$ cat src/rtl/ether_bus_ctrl.sv
`default_nettype none
// ============================================================================
// Module      : ether_bus_ctrl
// Description : Sequencer between the Ethernet receive path and the core
//               register bus. Buffers validated payloads in a FIFO, issues
//               one bus transaction per payload, waits for read responses
//               with a timeout and forwards read replies to the transmitter.
// Revision    : 1.0 - initial release
// ============================================================================
module ether_bus_ctrl #(
  parameter int FIFO_DEPTH = 4,
  parameter int TIMEOUT    = 1024
) (
  input  logic        clk,
  input  logic        rst_n,
  input  logic [55:0] rx_payload,
  input  logic        rx_valid,
  output logic [15:0] addr_o,
  output logic [15:0] data_o,
  output logic        rw_o,
  output logic        valid_o,
  input  logic [15:0] addr_i,
  input  logic [15:0] data_i,
  input  logic        rw_i,
  input  logic        valid_i,
  output logic [31:0] tx_data,
  output logic        tx_start,
  input  logic        tx_ready,
  output logic [7:0]  drop_count,
  output logic [7:0]  timeout_count
);

  localparam int c_AW = (FIFO_DEPTH > 1) ? $clog2(FIFO_DEPTH) : 1;
  localparam int c_CW = $clog2(FIFO_DEPTH) + 1;
  localparam int c_TW = $clog2(TIMEOUT);
  localparam logic [c_CW-1:0] c_DEPTH = c_CW'(FIFO_DEPTH);
  localparam logic [c_TW-1:0] c_TMAX  = c_TW'(TIMEOUT - 1);

  typedef enum logic [1:0] {
    S_IDLE       = 2'd0,
    S_ISSUE      = 2'd1,
    S_WAIT_RESP  = 2'd2,
    S_SEND_REPLY = 2'd3
  } state_t;

  state_t r_state;
  state_t w_next;

  // FIFO entry: {addr[15:0], wdata[15:0], is_write}
  logic [32:0]     r_mem [0:FIFO_DEPTH-1];
  logic [c_AW-1:0] r_wptr;
  logic [c_AW-1:0] r_rptr;
  logic [c_CW-1:0] r_count;

  logic [15:0]     r_hold_addr;
  logic [15:0]     r_hold_wdata;
  logic            r_hold_rw;
  logic [15:0]     r_rdata;
  logic [c_TW-1:0] r_tcnt;
  logic [7:0]      r_drop_cnt;
  logic [7:0]      r_tmo_cnt;

  logic [7:0]  w_opcode;
  logic        w_legal;
  logic        w_pop;
  logic        w_push;
  logic        w_drop;
  logic        w_match;
  logic        w_expire;
  logic [32:0] w_entry;
  logic [32:0] w_head;
  logic        w_unused_payload;

  // The low payload field carries nothing this block needs.
  assign w_unused_payload = ^rx_payload[15:0];

  assign w_opcode = rx_payload[23:16];
  assign w_legal  = (w_opcode == 8'h00) || (w_opcode == 8'h01);
  assign w_entry  = {rx_payload[55:40], rx_payload[39:24], w_opcode[0]};
  assign w_head   = r_mem[r_rptr];
  assign w_pop    = (r_state == S_IDLE) && (r_count != '0);
  // A full FIFO still accepts when the head leaves in the same cycle.
  assign w_push   = rx_valid && w_legal && ((r_count < c_DEPTH) || w_pop);
  assign w_drop   = rx_valid && !w_push;
  assign w_match  = valid_i && !rw_i && (addr_i == r_hold_addr);
  assign w_expire = (r_tcnt == c_TMAX);

  assign addr_o        = r_hold_addr;
  assign data_o        = r_hold_wdata;
  assign rw_o          = r_hold_rw;
  assign tx_data       = {r_hold_addr, r_rdata};
  assign drop_count    = r_drop_cnt;
  assign timeout_count = r_tmo_cnt;

  // Payload storage; contents are don't-care until written.
  always_ff @(posedge clk) begin
    if (w_push) begin
      r_mem[r_wptr] <= w_entry;
    end
  end

  // FIFO pointers and occupancy; pointers wrap naturally (power-of-two depth).
  always_ff @(posedge clk or negedge rst_n) begin
    if (!rst_n) begin
      r_wptr  <= '0;
      r_rptr  <= '0;
      r_count <= '0;
    end else begin
      if (w_push) r_wptr <= r_wptr + 1'b1;
      if (w_pop)  r_rptr <= r_rptr + 1'b1;
      case ({w_push, w_pop})
        2'b10:   r_count <= r_count + 1'b1;
        2'b01:   r_count <= r_count - 1'b1;
        default: r_count <= r_count;
      endcase
    end
  end

  // Sequencer state register.
  always_ff @(posedge clk or negedge rst_n) begin
    if (!rst_n) begin
      r_state <= S_IDLE;
    end else begin
      r_state <= w_next;
    end
  end

  // Next-state decode and handshake strobes.
  always_comb begin
    w_next   = r_state;
    valid_o  = 1'b0;
    tx_start = 1'b0;
    case (r_state)
      S_IDLE: begin
        if (w_pop) w_next = S_ISSUE;
      end
      S_ISSUE: begin
        valid_o = 1'b1;
        w_next  = r_hold_rw ? S_IDLE : S_WAIT_RESP;
      end
      S_WAIT_RESP: begin
        if (w_match)       w_next = S_SEND_REPLY;
        else if (w_expire) w_next = S_IDLE;
      end
      S_SEND_REPLY: begin
        tx_start = 1'b1;
        if (tx_ready) w_next = S_IDLE;
      end
      default: w_next = S_IDLE;
    endcase
  end

  // Holding register, response capture, timeout timer and diagnostics counters.
  always_ff @(posedge clk or negedge rst_n) begin
    if (!rst_n) begin
      r_hold_addr  <= '0;
      r_hold_wdata <= '0;
      r_hold_rw    <= 1'b0;
      r_rdata      <= '0;
      r_tcnt       <= '0;
      r_drop_cnt   <= '0;
      r_tmo_cnt    <= '0;
    end else begin
      if (w_pop) begin
        r_hold_addr  <= w_head[32:17];
        r_hold_wdata <= w_head[16:1];
        r_hold_rw    <= w_head[0];
      end
      if (r_state == S_ISSUE) begin
        r_tcnt <= '0;
      end else if (r_state == S_WAIT_RESP) begin
        if (w_match) begin
          r_rdata <= data_i;
        end else if (w_expire) begin
          if (r_tmo_cnt != 8'hFF) r_tmo_cnt <= r_tmo_cnt + 1'b1;
        end else begin
          r_tcnt <= r_tcnt + 1'b1;
        end
      end
      if (w_drop && (r_drop_cnt != 8'hFF)) begin
        r_drop_cnt <= r_drop_cnt + 1'b1;
      end
    end
  end

endmodule
`default_nettype wire

$ cat config.mk
export PLATFORM = sky130hd
export DESIGN_NAME = ether_bus_ctrl
export DESIGN_NICKNAME = d
export VERILOG_FILES = /design/src/rtl/ether_bus_ctrl.sv
export SDC_FILE = /design/constraint.sdc
export NUM_CORES = 1
export LEC_CHECK = 0
export BUFFER_PORTS_ARGS = -buffer_cell sky130_fd_sc_hd__buf_2
export CAP_MARGIN = 15
export CORE_MARGIN = 4
export CORE_UTILIZATION = 55
export DETAILED_ROUTE_END_ITERATION = 10
export HOLD_SLACK_MARGIN = 0.12
export PLACE_DENSITY = 0.83
export SKIP_CTS_REPAIR_TIMING = 1
export SYNTH_ARGS = -nofsm -noshare
export SYNTH_HDL_FRONTEND = slang
export SYNTH_SLANG_ARGS = --single-unit
$ cat constraint.sdc
create_clock -name clk -period 6.6 [get_ports clk]
set_input_delay 0.99 -clock clk [delete_from_list [all_inputs] [get_ports clk]]
set_output_delay 0.99 -clock clk [all_outputs]
set_load 0.05 [all_outputs]
# [Word-level counts from Yosys, hierarchy flattened]
# Memory sizes are Yosys's and may differ from the RTL's. A register that Yosys moved wholly into a read port is not among the register bits.
# Index checks and enable logic that the tools add are counted.
[word_totals] input_bits=94 mem_count=1 reg_bits=51 ramBits=132 out_inout_bits=83 wordCells=70
[memory_table] memory="r_mem" words=4 width=33 rd=1 rd_clocked_by_memory_dff=1 write_ports=1 line="50" rtl="logic [32:0] r_mem [0:FIFO_DEPTH-1];"
[classes] order_cmp=1 n_reduce_logical=21 n_bitwise=2 n_eq_ne=15 n_addsub=7 n_mux=15
[ops] operator="two-way mux 10 bit" count=4
[ops] operator="adder 8 x 1 -> 8 bit, second input constant" count=2
[ops] operator="== test 16 bit" count=1
[ops] operator="inequality test 8 bit, second input constant" count=2
[ops] operator="adder 10 x 1 -> 10 bit, second input constant" count=1
[ops] operator="== test 10 bit, second input constant" count=1
[ops] operator="two-way mux 2 bit" count=5
[ops] operator="AND reduction 3 bit" count=3
[ops] operator="== test 8 x 1 -> 1 bit, second input constant" count=1
[ops] operator="logical NOT 8 bit" count=1
[ops] operator="case mux 2 bit (4 select lines)" count=1
[ops] operator="logical AND 1 bit" count=7
[ops] operator="== test 2 bit, second input constant" count=3
[ops] operator="case mux 3 bit (2 select lines)" count=1
[ops] operator="AND reduction 5 bit" count=1
[ops] operator="adder 2 x 1 -> 2 bit, second input constant" count=2
[ops] operator="== test 2 x 1 -> 1 bit, second input constant" count=2
[ops] operator="two-way mux 1 bit" count=4
[ops] operator="inequality test 2 x 1 -> 1 bit, second input constant" count=2
[ops] operator="inequality test 2 bit, second input constant" count=2
[ops] operator="nonzero test 2 bit" count=2
[ops] operator="adder 3 x 1 -> 3 bit, second input constant" count=1
[ops] operator="logical NOT 1 bit" count=3
[ops] operator="< comparator 3 bit, second input constant" count=1
[ops] operator="other kinds (6)" count=8

# [Logic depth before layout (Yosys ltp)]
[depth] depth_word=7 depth_mapped=12 mapped_depth_nobuf=11

# [Least setup slack after synthesis]
# OpenSTA, ideal clock, no wires.
[synth_path] path_kind="input -> register" start="input rx_payload[17]" end="memory r_mem[0][0] (enable)" required_ns=6.207 setup_ns=0.393 n_path_buf=1 path_slack_ns=3.685 t_arrival_ns=2.522 path_stages=4 path_cell_list="nor4b_1 -> and3_1 -> clkbuf_1 -> and2_1"
[synth_via] elab_chain_cells=6 word_cells_on_any_way=7 cone_classes="eq/ne (1); mux (2); reduce/logical (4)"
[synth_rtl] element="from (decl)" line="16" rtl="input logic [55:0] rx_payload,"
[synth_rtl] element="== test 8 x 1 -> 1 bit or logical NOT 8 bit (tied branches)" line="78" rtl="assign w_legal = (w_opcode == 8'h00) || (w_opcode == 8'h01);"
[synth_rtl] element="logical OR 1 bit (*)" line="78"
[synth_rtl] element="logical AND 1 bit (*) (2 in series)" line="83" rtl="assign w_push = rx_valid && w_legal && ((r_count < c_DEPTH) || w_pop);"
[synth_rtl] element="two-way mux 1 bit (*)" line="97" rtl="if (w_push) begin"
[synth_rtl] element="two-way mux 1 bit (not written as such) (*)" line="98" rtl="r_mem[r_wptr] <= w_entry;"
[synth_rtl] element="to (decl)" line="50"
# Every way passes the cells marked *; elsewhere a longest branch is shown, timed or not.

# [Worst setup path in the final report]
[layout_path] start="input addr_i[1]" end="register r_tmo_cnt[1], in the netlist timeout_count[1]"
[layout_via] elab_chain_cells=4
[layout_rtl] element="from (decl)" line="22" rtl="input logic [15:0] addr_i,"
[layout_rtl] element="== test 16 bit" line="85" rtl="assign w_match = valid_i && !rw_i && (addr_i == r_hold_addr);"
[layout_rtl] element="logical AND 1 bit" line="85"
[layout_rtl] element="inverter 1 bit (no line)"
[layout_rtl] element="AND reduction 5 bit (no line)"
[layout_rtl] element="to (signal assigned)" line="175" rtl="if (r_tmo_cnt != 8'hFF) r_tmo_cnt <= r_tmo_cnt + 1'b1;"
[layout_rtl] element="to (decl)" line="61" rtl="logic [7:0] r_tmo_cnt;"
# Every way passes these cells.
# A chain may end at the register's enable or synchronous reset.

==> flow_summary_export.csv <==
group,metric,value,unit
place,dp_hpwl,11500,um
global_routing,grt_antenna_before_repair,2,
run,drv_cap,0,
setup_path,crit_path_start_kind,"input pin",
die,start_util,56.0,%
synth,synth-edff-count,132,
synth,ys.warnings.count,0,
synth,async_flop_share,38.9,%
timing,rsz0062_at_grt,"no",
final_layout,n_fill_cell,1084,
setup_path,path_class,"in2reg",
timing,setup_viol,0,
timing,finalMaxSlewViolations,0,
setup_path,endpoint_kind,"flip-flop",
global_routing,grt_use_total,20.0,%
final_layout,regArea,6070,um^2
clock_tree,clock_latency,0.50,ns
timing,period_needed,2.81,ns
routing,vias,5028,
routing,drt_wl_total,17800,um
routing,post_drt_wl_per_cell,19.9,um
timing,setup_tns,0,ns
setup_path,cp_max_fo,17,
final_layout,mostFrequentLayoutCell,"buf_2",
synth,synth.area.top_cells,"edfxtp_1, dfrtp_1, mux4_2, mux2_2, xnor2_1",
setup_path,worstPathArrival,3.18,ns
global_routing,grt_pass1_vias,5274,
run_status,status,"completed",
global_routing,grt_overflow,0,
timing,clock_skew,0.00977,ns
final_layout,multi_input_area,2540,um^2
synth,synthCells,510,
synth,syn_area,8860,um^2
timing,max_clock_freq,0.356,GHz
synth,yosysSeqAreaShare,68.5,%
timing,tightest_slew,0.956,ns
setup_path,critPathRequiredTime,6.98,ns
die,io_pins,177,
clock_tree,clock_path_buffers,3,
routing,viasPerCell,5.61,
die,core-area,15800,um^2
final_layout,layout_common_cells,"buf_2, edfxtp_1, dfrtp_1, mux2_2, mux4_2",
synth,synth_top_area_cell,"edfxtp_1",
final_layout,nNetsFinal,770,
timing,hold_viol_final,0,
place,portBuffers,160,
synth,ys_types,55,
final_layout,utilization,66.3,%
clock_tree,cts.clk_slew.worst_paths,0.06,ns
routing,drt_iter0_drc,392,
pwr,p_leak,4.17,nW
clock_tree,clockRootBuffer,"clkbuf_16",
timing,timing.final.crit_share,42.6,%
final_layout,drive_above_1_share,43.4,%
synth,ys_ff_latch,216,
synth,synth.net_count,617,
clock_tree,cts_buffers,22,
clock_tree,tritoncts,"built",
place,gp_congestion,0.791,
final_layout,area_growth,18.4,%
timing,maxSlewHeadroom,36.2,%
synth,ys.flop_type,"edfxtp_1",
pwr,power_density,466,nW/um^2
clock_tree,clock_sinks,216,
die,die_w,135,um
clock_tree,htreeDepth,1,
die,num_rows,46,
pwr,ir_drop,356,uV
worst_hold_path,hp-class,"in2async",
routing,drtPass1Iterations,5,
routing,antenna_left,0,
die,fp.dieArea,18200,um^2
routing,drc,0,
synth,synth_top_area_share,44.7,%
synth,syn_area_per_cell,17.4,um^2
die,die_h,135,um
global_routing,grt_max_degree,52,
global_routing,grt_first_pass_wirelength,28400,um
==> cell families (layout without fill, tap and decap cells) <==
| kind of cell | after synthesis | count (layout) | synth area share (%) |
|---|---|---|---|
| mux | 85 | 85 | 15.0 |
| buf+inv | 44 | 213 | 2.94 |
| other cells | 0 | 1 | 0 |
| compound gates | 29 | 29 | 2.33 |
| flops | 216 | 216 | 68.5 |
| fa+ha+maj | 13 | 13 | 1.92 |
| xor+xnor | 36 | 36 | 3.56 |
| simple gates | 87 | 87 | 5.79 |
==> worst paths after layout <==
kind | cells past startpoint | slack [ns] | to | start
max in group asynchronous | 2 | 5.07 | r_rptr[0] | rst_n
min in group clk | 1 | 0.50 | r_rdata[11] | r_rdata[11]
worst min register to register | 1 | 0.50 | r_rdata[11] | r_rdata[11]
worst min-delay path | 1 | 0.43 | r_rdata[10] | rst_n
worst max register to register | 10 | 3.80 | r_count[2] | r_state[0]
worst max-delay path | 7 | 3.79 | timeout_count[1] | addr_i[1]
==> metrics by stage <==
stage / instances / hold WS (ns) / power [mW] / worst slack, ns / instance area (um^2)
finish: 896 / 0.431 / 4.89 / 3.79 / 10500
detailed placement: 855 / 0.489 / 3.66 / 3.37 / 9740
floorplan: 510 / 0.465 / 3.29 / 3.69 / 8860
global route: 895 / 0.467 / 5.12 / 3.55 / 10500
global placement: 855 / 0.479 / 3.61 / 3.44 / 9740
CTS: 895 / 0.441 / 4.93 / 3.77 / 10500
==> routing by layer <==
metal  GRT usage, %  vias up  share of wire, %
met4           4.52        4               1.9
met5              0        -              0.12
met1           25.6     2513                39
met2           34.8      234                51
li1               -     2241                 -
met3           5.22       36               8.7
==> power by group <==
group | internal (mW) | switching [mW]
clock | 0.767 | 0.493
combinational | 0.656 | 1.16
sequential | 1.61 | 0.202
==> cell type report <==
class | count | area share (%)
well taps | 216 | 2.58
repair buffers | 162 | 7.80
diodes | 1 | 0.0239
multi-input cells | 250 | 24.2
inverters | 11 | 0.394
flip-flops and latches | 216 | 57.9
clock buffers | 30 | 6.22
clock inverters | 10 | 0.931
==> worst max-delay path, stage by stage <==
cell     delay, ns
buf_2         0.10
xnor2_1       0.28
nand4_1       0.16
nor3_1        0.51
and2_1        0.64
nor3_1        0.19
mux2_2        0.31
==> state kept, by name, indices dropped and copies added, names as in the netlist <==
| signal | count |
|---|---|
| addr_o | 16 |
| data_o | 16 |
| drop_count | 8 |
| r_count | 3 |
| r_mem | 132 |
| r_rdata | 16 |
| r_rptr | 2 |
| r_state | 2 |
| r_tcnt | 10 |
| r_wptr | 2 |
| rw_o | 1 |
| timeout_count | 8 |
==> cell usage after synthesis (5+ instances only) <==
master / n
xnor2_1: 23
nor3_1: 7
and2_1: 6
nor2_1: 9
a21oi_1: 5
nand2_1: 17
ha_1: 12
nor4_1: 6
buf_4: 17
mux2_2: 51
nand2b_1: 5
nand4_1: 6
and3_1: 6
inv_1: 10
o211ai_1: 5
clkbuf_1: 6
mux4_2: 33
xor2_1: 13
dfrtp_1: 84
edfxtp_1: 132
nand3_1: 9
(Power assumes the default switching activity.)
